### config.mk
export PLATFORM = sky130hd
export DESIGN_NAME = exp_iter
export DESIGN_NICKNAME = d
export VERILOG_FILES = /design/src/rtl/exp_iter_pkg.sv /design/src/rtl/exp_recip_rom.sv /design/src/rtl/exp_iter.sv
export SDC_FILE = /design/constraint.sdc
export NUM_CORES = 2
export LEC_CHECK = 0
export ABC_AREA = 1
export CAP_MARGIN = 20
export CORE_MARGIN = 5
export CORE_UTILIZATION = 25
export CTS_CLUSTER_DIAMETER = 80
export DETAILED_ROUTE_END_ITERATION = 6
export GPL_TIMING_DRIVEN = 0
export SYNTH_ARGS = -nofsm -noshare
export SYNTH_HDL_FRONTEND = slang
export SYNTH_SLANG_ARGS = --single-unit
### constraint.sdc
create_clock -name CLK -period 31.8 [get_ports CLK]
set_clock_uncertainty 0.2 [all_clocks]
set_input_delay 7.95 -clock CLK [delete_from_list [all_inputs] [get_ports CLK]]
set_output_delay 7.95 -clock CLK [all_outputs]
set_load 0.03 [all_outputs]
### src/rtl/exp_iter_pkg.sv
// Shared constants, state encoding and reciprocal table generator for the e^x unit.
// DECIMAL_BITS must stay equal to the fraction width used by the ln(x) block.
package exp_iter_pkg;

    // Fixed-point fraction width shared with the log-domain blocks.
    localparam int unsigned DECIMAL_BITS = 10;

    // 1.0 in the fixed-point format.
    localparam logic signed [31:0] ONE = 32'sd1024;

    // Clamp value for inputs above the accepted range.
    localparam logic [31:0] SAT_MAX = 32'h7FFF_FFFF;

    typedef enum logic [1:0] {
        StIdle = 2'd0,
        StCalc = 2'd1,
        StDone = 2'd2
    } state_e;

    // round(2^DECIMAL_BITS / k), evaluated at elaboration time only.
    function automatic logic [31:0] recip_val(input int unsigned k);
        int unsigned num;
        if (k == 0) begin
            return '0;
        end
        num = (32'd2 << DECIMAL_BITS) + k;
        return num / (2 * k);
    endfunction

endpackage

### src/rtl/exp_recip_rom.sv
// Reciprocal table 1/k in fixed point, combinational read indexed by the term counter.
module exp_recip_rom
    import exp_iter_pkg::*;
#(
    parameter int unsigned N_TERMS = 8,
    parameter int unsigned AW      = $clog2(N_TERMS)
) (
    input  logic [AW-1:0] addr_i,
    output logic [31:0]   rdata_o
);

    // Table is padded to a power of two so every counter value indexes a real entry.
    logic [31:0] rom [2**AW];

    for (genvar g = 0; g < 2**AW; g++) begin : g_rom
        assign rom[g] = recip_val(g);
    end

    // Asynchronous read: the term update uses the entry in the same cycle.
    always_comb begin
        rdata_o = rom[addr_i];
    end

endmodule

### src/rtl/exp_iter.sv
// Iterative e^x by Taylor series: one shared multiply-accumulate step per term,
// ready/valid on both sides, out-of-range operands clamp immediately.
module exp_iter
    import exp_iter_pkg::*;
#(
    parameter int unsigned N_TERMS = 8,
    parameter int signed   X_MAX   = 2048,
    parameter int signed   X_MIN   = -2048
) (
    input  logic        CLK,
    input  logic        RST,
    input  logic        in_valid,
    output logic        in_ready,
    input  logic [31:0] data,
    output logic        out_valid,
    input  logic        out_ready,
    output logic [31:0] output_data,
    output logic        sat
);

    localparam int unsigned KW = $clog2(N_TERMS);
    localparam logic [KW-1:0] K_LAST = KW'(N_TERMS - 1);

    state_e state_q, state_d;

    logic signed [31:0] x_q, x_d;
    logic signed [31:0] term_q, term_d;
    logic signed [31:0] sum_q, sum_d;
    logic [KW-1:0]      k_q, k_d;
    logic [31:0]        out_q, out_d;
    logic               sat_q, sat_d;

    logic [31:0]        recip;
    logic               accept;
    logic               over_hi;
    logic               under_lo;

    logic signed [63:0] prod_a;
    logic signed [63:0] p_full;
    logic signed [63:0] prod_b;
    logic signed [63:0] t_full;
    logic signed [31:0] t;
    logic signed [31:0] sum_nx;

    exp_recip_rom #(
        .N_TERMS (N_TERMS),
        .AW      (KW)
    ) u_recip_rom (
        .addr_i  (k_q),
        .rdata_o (recip)
    );

    assign accept   = in_valid && in_ready;
    assign over_hi  = $signed(data) > X_MAX;
    assign under_lo = $signed(data) < X_MIN;

    // State register; reset wins over any handshake on the same edge.
    always_ff @(posedge CLK) begin
        if (RST) begin
            state_q <= StIdle;
        end else begin
            state_q <= state_d;
        end
    end

    // Next-state: clamp goes straight to DONE, in-range runs N_TERMS-1 CALC cycles.
    always_comb begin
        state_d = state_q;
        unique case (state_q)
            StIdle: begin
                if (accept) begin
                    state_d = (over_hi || under_lo) ? StDone : StCalc;
                end
            end
            StCalc: begin
                if (k_q == K_LAST) begin
                    state_d = StDone;
                end
            end
            StDone: begin
                if (out_ready) begin
                    state_d = StIdle;
                end
            end
            default: state_d = StIdle;
        endcase
    end

    // Handshake outputs are pure decodes of the registered state.
    always_comb begin
        in_ready  = (state_q == StIdle) && !RST;
        out_valid = (state_q == StDone);
    end

    // One series step: t = ((term * x) >>> F) * (1/k) >>> F, both shifts flooring.
    always_comb begin
        prod_a = $signed({{32{term_q[31]}}, term_q}) * $signed({{32{x_q[31]}}, x_q});
        p_full = prod_a >>> DECIMAL_BITS;
        prod_b = p_full * $signed({32'b0, recip});
        t_full = prod_b >>> DECIMAL_BITS;
        t      = t_full[31:0];
        sum_nx = sum_q + t;
    end

    // Datapath next-state: load on accept, accumulate in CALC, publish on the last term.
    always_comb begin
        x_d    = x_q;
        term_d = term_q;
        sum_d  = sum_q;
        k_d    = k_q;
        out_d  = out_q;
        sat_d  = sat_q;
        unique case (state_q)
            StIdle: begin
                if (accept) begin
                    if (over_hi) begin
                        out_d = SAT_MAX;
                        sat_d = 1'b1;
                    end else if (under_lo) begin
                        out_d = '0;
                        sat_d = 1'b1;
                    end else begin
                        x_d    = $signed(data);
                        term_d = ONE;
                        sum_d  = ONE;
                        k_d    = KW'(1);
                    end
                end
            end
            StCalc: begin
                term_d = t;
                sum_d  = sum_nx;
                k_d    = k_q + KW'(1);
                if (k_q == K_LAST) begin
                    // Truncation can push a tiny result below zero; e^x never is.
                    out_d = sum_nx[31] ? '0 : sum_nx;
                    sat_d = 1'b0;
                end
            end
            StDone: begin
                // Result held stable while the consumer applies backpressure.
            end
            default: begin
            end
        endcase
    end

    // Datapath registers with synchronous clear.
    always_ff @(posedge CLK) begin
        if (RST) begin
            x_q    <= '0;
            term_q <= '0;
            sum_q  <= '0;
            k_q    <= '0;
            out_q  <= '0;
            sat_q  <= 1'b0;
        end else begin
            x_q    <= x_d;
            term_q <= term_d;
            sum_q  <= sum_d;
            k_q    <= k_d;
            out_q  <= out_d;
            sat_q  <= sat_d;
        end
    end

    assign output_data = out_q;
    assign sat         = sat_q;

endmodule
==> key figures <==
Run status
  • Status: completed

Hold path
  • Class of the most critical hold timing path: flop to flop

Clock tree
  • Cts hold-fix bufs: 0
  • CTS tree: built
  • H-tree Lvls: 4
  • Clk buf depth: 2
  • TritonCTS buffer count: 17
  • Clock Latency Late Sink: 0.48 ns
  • Post-cts sizing count: 0
  • Clk slew on worst S/H paths: 0.07 ns
  • # Post-CTS Setup Buffers: 0
  • Clk sink count: 133
  • Root buf cell: clkbuf_16

Logic synthesis
  • Yosys Warn Count: 0
  • EDFF count, synth: 0
  • Synth cell count leaders: inv_1 (2261), nand2_1 (1658), fa_1 (1222)
  • Top-count cell post-synth: inv_1
  • Sequential area share after synthesis: 4.89%
  • Cell Area, Synth: 54500 sq um
  • Prevailing post-synth register cell: dfxtp_1
  • Synth area leader: fa_1
  • Largest family of logic cells by synthesized area: adder cells
  • Post-synthesis adder-cell area fraction: 53.9%
  • Post-Synthesis Mean Instance Area: 7.58 sq um
  • Net Count, Synth: 8835
  • Synth Area in Simple Gates: 17.4%
  • Synth cell types: 55
  • Xor/xnor share of the synthesized area: 1.33%
  • Post-synthesis mux area share: 0%
  • Synth top area cells: fa_1 (45%), inv_1 (16%), nand2_1 (11%)
  • #FFs+latches synth: 133
  • Async SR Flop Fraction: 0%
  • Cell count after synthesis: 7187
  • Synth top area share: 44.9%
  • Synth Area in Compound Gates: 4.64%

Layout
  • P&R area growth vs syn: 9.10%
  • Finished Core Util: 27.4%
  • Share of layout cells above drive strength 1: 2.71%
  • Final Non-Filler Cells: 10153
  • Fin nets: 8933
  • Finished Cell Area: 59400 sq um

Global route
  • Initial antenna violation count: 1
  • Total grt overflow: 0
  • Largest net degree at the start of global routing: 17
  • Global-route wire length before repair: 288000 um
  • Vias in the first global route: 46235
  • GRT Util Overall: 16.7%

Drt
  • Vias per cell: 4.42
  • Drt first pass iters: 6
  • Via Count: 44861
  • DRC: 0
  • Detailed Route Iter0 Violations: 3984
  • Detail Route Antenna Nets: 0
  • Final WL: 190000 um
  • WL/cell: 18.7 um

Die
  • Die Ht: 477 um
  • # rows: 171
  • I/O pins: 71
  • Die width: 477 um
  • Placeable Area: 217000 sq um
  • Die area: 227000 sq um
  • Initial core utilization: 25.1%

Setup path
  • Slowest cell on crit path: clkbuf_1
  • R2r setup slk: 13.89 ns
  • Cells on worst reg2reg path: 64
  • Worst Path Arrival: 18.12 ns
  • R2r startpoint: x_q[4]
  • Startpoint type of the worst setup path: flop
  • Most frequent CP cell: inv_1
  • Crit path capture type: flop
  • R2r endpoint: output_data[2]
  • Crit path launch: x_q[4]
  • Setup CP Type: flop to flop
  • Slowest stage delay, CP: 0.93 ns
  • Crit path to: output_data[2]
  • Worst EP required: 32.01 ns
  • Crit path max fanout: 10

Power
  • Pwr dens: 12.3 nW/um^2
  • Lkg Pwr: 33.4 nW
  • Maximum vdd drop: 0.0000412 V

Placed design
  • Input/output buffers: 69
  • Cell area after placement: 58800 sq um
  • HPWL after DPL: 165000 um
  • Post-Place Cells: 10119
  • RePlAce Congestion: 1.01

Flow run
  • # Max-Cap Violations: 0

Timing
  • WHS: 0.271 ns
  • Sum Neg Setup Slack: 0 ns
  • Clock period minus final worst setup slack: 17.91 ns
  • Final Setup Violations: 0
  • Final period util: 56.3%
  • Max-slew headroom: 17.3%
  • Fin. max-slew vios: 0
  • Slew @ Worst Pin: 1.24 ns
  • RSZ-0062 raised after global routing: no
  • Final hold vios: 0
  • Fmax: 55.9 MHz
==> flip-flops by register name, indices dropped and copies added, names as in the netlist <==
register     cells
sat              1
x_q             32
output_data     31
sum_q           32
term_q          32
state_q          2
k_q              3
==> critical path, delay by kind of cell, from the launching register on <==
kind | cells | cell delay [ns]
simple gates | 13 | 1.99
flops | 1 | 0.31
compound gates | 10 | 2.18
buf+inv | 19 | 3.01
xor+xnor | 3 | 1.30
fa+ha+maj | 19 | 8.79
==> worst min-delay path by stage <==
stage,from,to,slack [ns],cells past startpoint
2_1_floorplan,sum_q[31],sum_q[31],0.25,2
3_3_place_gp,sum_q[5],sum_q[5],0.26,2
3_5_place_dp,sum_q[12],sum_q[12],0.26,2
4_1_cts,sum_q[0],sum_q[0],0.27,2
5_1_grt,sum_q[0],sum_q[0],0.28,2
6_report,sum_q[0],sum_q[0],0.27,2
==> power breakdown <==
part | total (mW) | internal (mW) | switching [mW] | leakage [nW]
clock | 0.206 | 0.105 | 0.101 | 0.289
sequential | 0.200 | 0.185 | 0.0152 | 1.08
combinational | 0.322 | 0.0799 | 0.242 | 32.0
==> cells in the final DEF, fill, tap and decap left out, types with 21 or more instances in the layout <==
master	synthesis	final
a21oi_1	239	239
a21oi_2	32	32
clkbuf_1	269	269
clkdlybuf4s50_1	0	69
dfxtp_1	133	133
fa_1	1222	1222
ha_1	390	390
inv_1	2261	2261
nand2_1	1658	1658
nand3_1	104	104
nand3_2	40	40
nand4_1	21	21
nor2_1	415	415
o21ai_0	111	111
xnor2_1	29	29
xor2_1	48	48
==> routing by layer <==
metal	part of all wire (%)	vias to the layer above	track usage, %
met3	9.6	414	3.78
met2	44	1871	26.2
met5	0.0068	-	0
li1	-	20410	-
met4	5.8	2	7.85
met1	41	22164	21.8
==> cells by family (layout without fill, tap and decap cells) <==
group	count (synthesis)	after routing
buf+inv	2577	2688
fa+ha+maj	1612	1612
simple gates	2334	2334
compound gates	450	450
other cells	1	2
flops	133	133
xor+xnor	80	80
==> through the flow <==
stage	setup slack (ns)	total power, mW
3_3_place_gp	14.03	0.517
6_report	13.89	0.728
3_5_place_dp	13.97	0.518
5_1_grt	13.02	0.753
2_1_floorplan	14.95	0.365
4_1_cts	13.93	0.724
==> final cells by class <==
cell class,count,area (sq um)
antenna,1,2.50
buffer,301,1210
clock buffer,17,425
clock inverter,15,160
fill,23908,158000
inverter,2276,8540
multi-input combinational,4477,42100
sequential,133,2660
tap,2854,3570
timing repair buffer,79,797
Power figures use the tool's default switching activity.
